$ cat src/rtl/spi_recv_con_2_if.sv
// Pin and pixel-bus bundle for the nibble-wide SPI pixel receiver.
// The slave side is the receiver; the master side drives the link and watches pixels.
interface spi_recv_con_2_if #(
    parameter int DATA_WIDTH = 8,
    parameter int LINES      = 4
);
    logic [LINES-1:0]      chip_data_in;
    logic                  chip_clk_in;
    logic                  chip_sel_in;
    logic [DATA_WIDTH-1:0] data_out;
    logic                  data_valid_out;
    logic [9:0]            hcount_out;
    logic [8:0]            vcount_out;
    logic                  frame_done_out;
    logic                  frag_err_out;

    modport master (
        output chip_data_in, chip_clk_in, chip_sel_in,
        input  data_out, data_valid_out, hcount_out,
        input  vcount_out, frame_done_out, frag_err_out
    );

    modport slave (
        input  chip_data_in, chip_clk_in, chip_sel_in,
        output data_out, data_valid_out, hcount_out,
        output vcount_out, frame_done_out, frag_err_out
    );
endinterface

$ cat src/rtl/spi_recv_con_2.sv
// Nibble-wide SPI pixel receiver: sync, MSB-first byte assembly, raster addressing.
// Optional stall watchdog enabled by defining SPI_RX_TIMEOUT_EN.
module spi_recv_con_2 #(
    parameter int DATA_WIDTH     = 8,
    parameter int LINES          = 4,
    parameter int H_PIXELS       = 320,
    parameter int V_PIXELS       = 180,
    parameter int SYNC_STAGES    = 2,
    parameter int TIMEOUT_CYCLES = 1024
) (
    input  logic             clk_in,
    input  logic             rst_n_in,
    spi_recv_con_2_if.slave  bus
);
    localparam int BEATS = DATA_WIDTH / LINES;
    localparam int BW    = (BEATS > 1) ? $clog2(BEATS) : 1;

`ifdef SPI_RX_TIMEOUT_EN
    typedef enum logic [1:0] {IDLE, ACTIVE, HOLD} state_t;
    localparam int SW = $clog2(TIMEOUT_CYCLES + 1);
    logic [SW-1:0] stall;
`else
    typedef enum logic {IDLE, ACTIVE} state_t;
`endif

    state_t                state;
    logic [SYNC_STAGES-1:0] cs_sync;
    logic [SYNC_STAGES-1:0] clk_sync;
    logic [LINES-1:0]      data_sync [SYNC_STAGES];
    logic                  cs_q;
    logic                  dclk_q;
    logic [BW-1:0]         beat;
    logic [DATA_WIDTH-1:0] shreg;
    logic [DATA_WIDTH-1:0] shreg_nxt;
    logic [9:0]            h_nxt;
    logic [8:0]            v_nxt;
    logic                  cs_s;
    logic                  dclk_s;
    logic [LINES-1:0]      data_s;
    logic                  rise;
    logic                  cs_fall;
    logic                  cs_rise;
    logic                  last_beat;
    logic                  frag_pend;

    // CS idles high so the chain resets to 1; data shares the DCLK depth
    always_ff @(posedge clk_in or negedge rst_n_in) begin
        if (!rst_n_in) begin
            cs_sync  <= '1;
            clk_sync <= '0;
            cs_q     <= 1'b1;
            dclk_q   <= 1'b0;
            for (int i = 0; i < SYNC_STAGES; i++)
                data_sync[i] <= '0;
        end else begin
            cs_sync      <= {cs_sync[SYNC_STAGES-2:0], bus.chip_sel_in};
            clk_sync     <= {clk_sync[SYNC_STAGES-2:0], bus.chip_clk_in};
            cs_q         <= cs_s;
            dclk_q       <= dclk_s;
            data_sync[0] <= bus.chip_data_in;
            for (int i = 1; i < SYNC_STAGES; i++)
                data_sync[i] <= data_sync[i-1];
        end
    end

    assign cs_s      = cs_sync[SYNC_STAGES-1];
    assign dclk_s    = clk_sync[SYNC_STAGES-1];
    assign data_s    = data_sync[SYNC_STAGES-1];
    assign rise      = dclk_s & ~dclk_q & ~cs_s;
    assign cs_fall   = cs_q & ~cs_s;
    assign cs_rise   = ~cs_q & cs_s;
    assign last_beat = (beat == BW'(BEATS - 1));
    assign shreg_nxt = {shreg[DATA_WIDTH-LINES-1:0], data_s};
    // beat count after this cycle's rise, seen by a coincident CS rise
    assign frag_pend = rise ? ~last_beat : (beat != '0);

    always_ff @(posedge clk_in or negedge rst_n_in) begin
        if (!rst_n_in) begin
            state              <= IDLE;
            beat               <= '0;
            shreg              <= '0;
            h_nxt              <= '0;
            v_nxt              <= '0;
            bus.data_out       <= '0;
            bus.data_valid_out <= 1'b0;
            bus.hcount_out     <= '0;
            bus.vcount_out     <= '0;
            bus.frame_done_out <= 1'b0;
            bus.frag_err_out   <= 1'b0;
`ifdef SPI_RX_TIMEOUT_EN
            stall              <= '0;
`endif
        end else begin
            bus.data_valid_out <= 1'b0;
            bus.frame_done_out <= 1'b0;
            bus.frag_err_out   <= 1'b0;
            unique case (state)
                IDLE: begin
                    if (cs_fall) begin
                        state <= ACTIVE;
                        beat  <= '0;
`ifdef SPI_RX_TIMEOUT_EN
                        stall <= '0;
`endif
                    end
                end
                ACTIVE: begin
                    if (rise) begin
                        shreg <= shreg_nxt;
`ifdef SPI_RX_TIMEOUT_EN
                        stall <= '0;
`endif
                        if (last_beat) begin
                            beat               <= '0;
                            bus.data_out       <= shreg_nxt;
                            bus.data_valid_out <= 1'b1;
                            bus.hcount_out     <= h_nxt;
                            bus.vcount_out     <= v_nxt;
                            if (h_nxt == 10'(H_PIXELS - 1)) begin
                                h_nxt <= '0;
                                if (v_nxt == 9'(V_PIXELS - 1)) begin
                                    v_nxt              <= '0;
                                    bus.frame_done_out <= 1'b1;
                                end else begin
                                    v_nxt <= v_nxt + 9'd1;
                                end
                            end else begin
                                h_nxt <= h_nxt + 10'd1;
                            end
                        end else begin
                            beat <= beat + BW'(1);
                        end
                    end
                    if (cs_rise) begin
                        state            <= IDLE;
                        beat             <= '0;
                        bus.frag_err_out <= frag_pend;
                    end
`ifdef SPI_RX_TIMEOUT_EN
                    else if (!rise) begin
                        if (stall == SW'(TIMEOUT_CYCLES - 1)) begin
                            state            <= HOLD;
                            beat             <= '0;
                            bus.frag_err_out <= 1'b1;
                        end else begin
                            stall <= stall + SW'(1);
                        end
                    end
                end
                HOLD: begin
                    if (cs_rise)
                        state <= IDLE;
`endif
                end
                default: state <= IDLE;
            endcase
        end
    end
endmodule

$ cat src/flat_wrapper.sv
// flat-port wrapper written by rule: the top's interface ports become plain ports
module spi_recv_con_2_flat 
#(
    parameter int DATA_WIDTH     = 8,
    parameter int LINES          = 4,
    parameter int H_PIXELS       = 320,
    parameter int V_PIXELS       = 180,
    parameter int SYNC_STAGES    = 2,
    parameter int TIMEOUT_CYCLES = 1024
)
  (clk_in, rst_n_in, bus_chip_data_in, bus_chip_clk_in, bus_chip_sel_in, bus_data_out, bus_data_valid_out, bus_hcount_out, bus_vcount_out, bus_frame_done_out, bus_frag_err_out);
  spi_recv_con_2_if #(.DATA_WIDTH(DATA_WIDTH), .LINES(LINES)) bus_i ();
  input  logic clk_in;
  input  logic rst_n_in;
  input wire logic [$bits(bus_i.chip_data_in)-1:0] bus_chip_data_in;
  input wire logic [$bits(bus_i.chip_clk_in)-1:0] bus_chip_clk_in;
  input wire logic [$bits(bus_i.chip_sel_in)-1:0] bus_chip_sel_in;
  output wire logic [$bits(bus_i.data_out)-1:0] bus_data_out;
  output wire logic [$bits(bus_i.data_valid_out)-1:0] bus_data_valid_out;
  output wire logic [$bits(bus_i.hcount_out)-1:0] bus_hcount_out;
  output wire logic [$bits(bus_i.vcount_out)-1:0] bus_vcount_out;
  output wire logic [$bits(bus_i.frame_done_out)-1:0] bus_frame_done_out;
  output wire logic [$bits(bus_i.frag_err_out)-1:0] bus_frag_err_out;
  assign bus_i.chip_data_in = bus_chip_data_in;
  assign bus_i.chip_clk_in = bus_chip_clk_in;
  assign bus_i.chip_sel_in = bus_chip_sel_in;
  assign bus_data_out = bus_i.data_out;
  assign bus_data_valid_out = bus_i.data_valid_out;
  assign bus_hcount_out = bus_i.hcount_out;
  assign bus_vcount_out = bus_i.vcount_out;
  assign bus_frame_done_out = bus_i.frame_done_out;
  assign bus_frag_err_out = bus_i.frag_err_out;
  spi_recv_con_2 #(.DATA_WIDTH(DATA_WIDTH), .LINES(LINES), .H_PIXELS(H_PIXELS), .V_PIXELS(V_PIXELS), .SYNC_STAGES(SYNC_STAGES), .TIMEOUT_CYCLES(TIMEOUT_CYCLES)) u_core (.clk_in(clk_in), .rst_n_in(rst_n_in), .bus(bus_i));
endmodule
$ cat config.mk
export PLATFORM = sky130hd
export DESIGN_NAME = spi_recv_con_2_flat
export DESIGN_NICKNAME = d
export VERILOG_FILES = /design/src/rtl/spi_recv_con_2_if.sv /design/src/rtl/spi_recv_con_2.sv /design/src/flat_wrapper.sv
export SDC_FILE = /design/constraint.sdc
export NUM_CORES = 1
export LEC_CHECK = 0
export CAP_MARGIN = 10
export CORE_MARGIN = 2
export CORE_UTILIZATION = 35
export CTS_BUF_LIST = sky130_fd_sc_hd__clkbuf_8
export DETAILED_ROUTE_END_ITERATION = 7
export SLEW_MARGIN = 20
export SYNTH_ARGS = -nofsm -noshare
export SYNTH_HDL_FRONTEND = slang
export SYNTH_SLANG_ARGS = --single-unit
$ cat constraint.sdc
create_clock -name clk_in -period 2.4 [get_ports clk_in]
set_clock_uncertainty 0.2 [all_clocks]
set_input_delay 0.48 -clock clk_in [delete_from_list [all_inputs] [get_ports clk_in]]
set_output_delay 0.48 -clock clk_in [all_outputs]
set_load 0.01 [all_outputs]
==> impl_metrics.toml <==
[status]
status = "complete, no violations"

[clocking]
clock_path_buffers = 2
tritoncts = "built"
cts_resized = 0
clk_latency_ns = 0.34
clock-sinks = 69
cts.reportedPaths.clkPinSlew_ns = 0.08
cts_setup_buffers = 0
cts_hold_buf = 1
cts_buffers = 9
cts_htree_levels = 3
cts.root.buffer_cell = "clkbuf_8"

[yosys]
syn_area_sq_um = 2733
yosysSeqAreaShare = 0.6332
yosys_warnings = 0
synth_seq_cells = 69
synthTopCellsByArea = "dfrtp_1 (60%), nand2_1 (13%), dfstp_2 (2.9%)"
postSynthAreaPerCell_sq_um = 10.51
synthesis.nets = 271
synth_top_area_frac = 0.6044
synth_commonest_cells = "nand2_1 (95), dfrtp_1 (66), clkbuf_1 (9)"
synth_enable_flop_cells = 0
syn_inst = 260
synth.most_common_cell = "nand2_1"
synth-async-reset-ratio = 1.000
synthFlopType = "dfrtp_1"
synth_top_area_cell = "dfrtp_1"
synth.distinct_cells = 38

[placement]
portBuffers = 37
dp_hpwl_um = 3398
dpl.cell_count = 402
gp_congestion = 0.8203

[setup_path]
cpMaxStageDelayCell = "or4b_4"
start_kind = "flop"
cp_cell_sequence = "or4b_4 > or4_4 > buf_4 > nor3_1 > xor2_1"
worstSetupEndpointType = "flop"
reg2regPathDepth = 5
worstPathRequired_ns = 2.47
worstPathArrival_ns = 2.37
slowest_delay_ns = 0.55
worstPathMaxFanout = 11
path_class = "flop to flop"

[sta]
tightest_slew_ns = 0.3679
max_freq_mhz = 435.0
min_period_ns = 2.299
relSlewSlack = 0.7548
drv_slew = 0
finalSetupTns_ns = 0
whs_ns = 0.1551
finalCritPeriodShare = 0.9579
setup_viol = 0
finalHoldViolCount = 0
rsz0062_at_grt = "no"

[floorplanning]
std_cell_rows = 32
initial_core_util = 0.3573
die_area_sq_um = 8530
die-width_um = 92.36
dieHeight_um = 92.36
coreArea_sq_um = 7647
num_io_pins = 38

[final_layout]
diodes = 0
areaGrowthSynthToFinish_pct = 29.17
drive_gt1_frac = 0.1262
final_cell_count_no_fill = 419
nets = 323

[global_route]
overflow = 0
antenna_found_initial = 0
first_global_vias = 1944
grt_max_degree = 70
grt_pass1_wl_um = 9177
grt_use_total = 0.1377

[drt]
ant_nets = 0
post-route-drc-count = 0
via_per_inst = 4.706
wl_per_cell_um = 12.20
drt-initial-drc-count = 75
num_vias = 1972
wl_um = 5113
firstDrtPassIters = 4

[hold_path]
hp-class = "flop to flop"
whs_path_depth = 0

[power_and_ir_drop]
pwr_density_cell_nw_per_um2 = 695.5
cellLeakagePower_nw = 1.657
total_power_mw = 2.455
peakVddDrop_mv = 0.3472

[flow_run]
drv_cap = 0
-- stage by stage --
step	worst slack [ns]	utilization	cell area (sq um)
floorplan	0.09222	-	2733
global placement	0.1439	0.4311	3297
detailed placement	0.1091	0.4311	3297
CTS	0.09044	0.4616	3530
global route	0.003929	0.4616	3530
finish	0.1010	0.4616	3530
-- metal layers --
layer  up-vias  global-route usage  routed length [um]
li1        988                   -                   -
met1       943              0.1835                2471
met2        30              0.2092                2354
met3        11             0.04231                 189
met4         0             0.05721                  97
met5         -                   0                   0
-- power by group --
part	switching, mW	internal (mW)	leakage, nW	total (mW)
registers	0.0383	1.22	0.914	1.26
clock network	0.455	0.590	0.110	1.04
logic	0.0668	0.0818	0.633	0.149
total	0.560	1.90	1.66	2.45
-- final timing paths --
| kind | start | end | slack (ns) |
|---|---|---|---|
| worst max-delay path | u_core.h_nxt[7]$_DFFE_PN0P_ | u_core.v_nxt[8]$_DFFE_PN0P_ | 0.10 |
| worst min-delay path | u_core.data_sync[4]$_DFF_PN0_ | u_core.data_s[0]$_DFF_PN0_ | 0.16 |
| worst max register to register | u_core.h_nxt[7]$_DFFE_PN0P_ | u_core.v_nxt[8]$_DFFE_PN0P_ | 0.10 |
| worst min register to register | u_core.data_sync[4]$_DFF_PN0_ | u_core.data_s[0]$_DFF_PN0_ | 0.16 |
| max in group asynchronous | rst_n_in | u_core.v_nxt[3]$_DFFE_PN0P_ | 1.22 |
| min in group asynchronous | rst_n_in | u_core.v_nxt[5]$_DFFE_PN0P_ | 0.47 |
-- cell usage in the layout (no fill, tap or decap), types with 4 or more instances in the layout --
cell type,instances
clkdlybuf4s50_1,36
dfrtp_1,66
nor3_1,4
mux2_2,5
o21ai_0,6
nand2_1,95
nand3_1,4
buf_4,12
nor2_1,6
clkbuf_8,9
inv_1,4
nand4_1,7
a21oi_1,7
o21ai_1,4
o31ai_1,5
xnor2_1,4
-- final cells by class --
type,count,area (sq um)
Multi-Input combinational cell,176,944.7
Clock buffer,9,123.9
Fill cell,739,4118
Inverter,5,18.77
Clock inverter,7,98.84
Sequential cell,69,1730
Timing Repair Buffer,51,485.5
Tap cell,102,127.6
-- logic make-up (layout without fill, tap and decap cells) --
| kind of cell | Yosys count | in the layout | share of synthesized area |
|---|---|---|---|
| compound gates | 29 | 29 | 0.06548 |
| xor+xnor | 6 | 6 | 0.01923 |
| fa+ha+maj | 4 | 4 | 0.01740 |
| buf+inv | 15 | 72 | 0.02106 |
| flops | 69 | 69 | 0.6332 |
| mux | 7 | 7 | 0.02839 |
| simple gates | 130 | 130 | 0.2152 |
-- state kept, by name, summed over array words and instances, names as in the netlist, 2 cells and up --
name and count:
u_core.bus.hcount_out 10, u_core.shreg 4, u_core.cs_sync 2, u_core.clk_sync 2
u_core.bus.vcount_out 9, u_core.v_nxt 9, u_core.bus.data_out 8, u_core.data_s 4
u_core.h_nxt 10, u_core.data_sync 4
-- critical path: cells and delay by family (launching register included) --
kind / cells / cell delay [ns]
xor gates and xnor gates: 1 / 0.16
buffers and inverters: 1 / 0.19
DFF: 1 / 0.38
and+or+nand+nor: 3 / 1.31
Power figures use the tool's default switching activity.
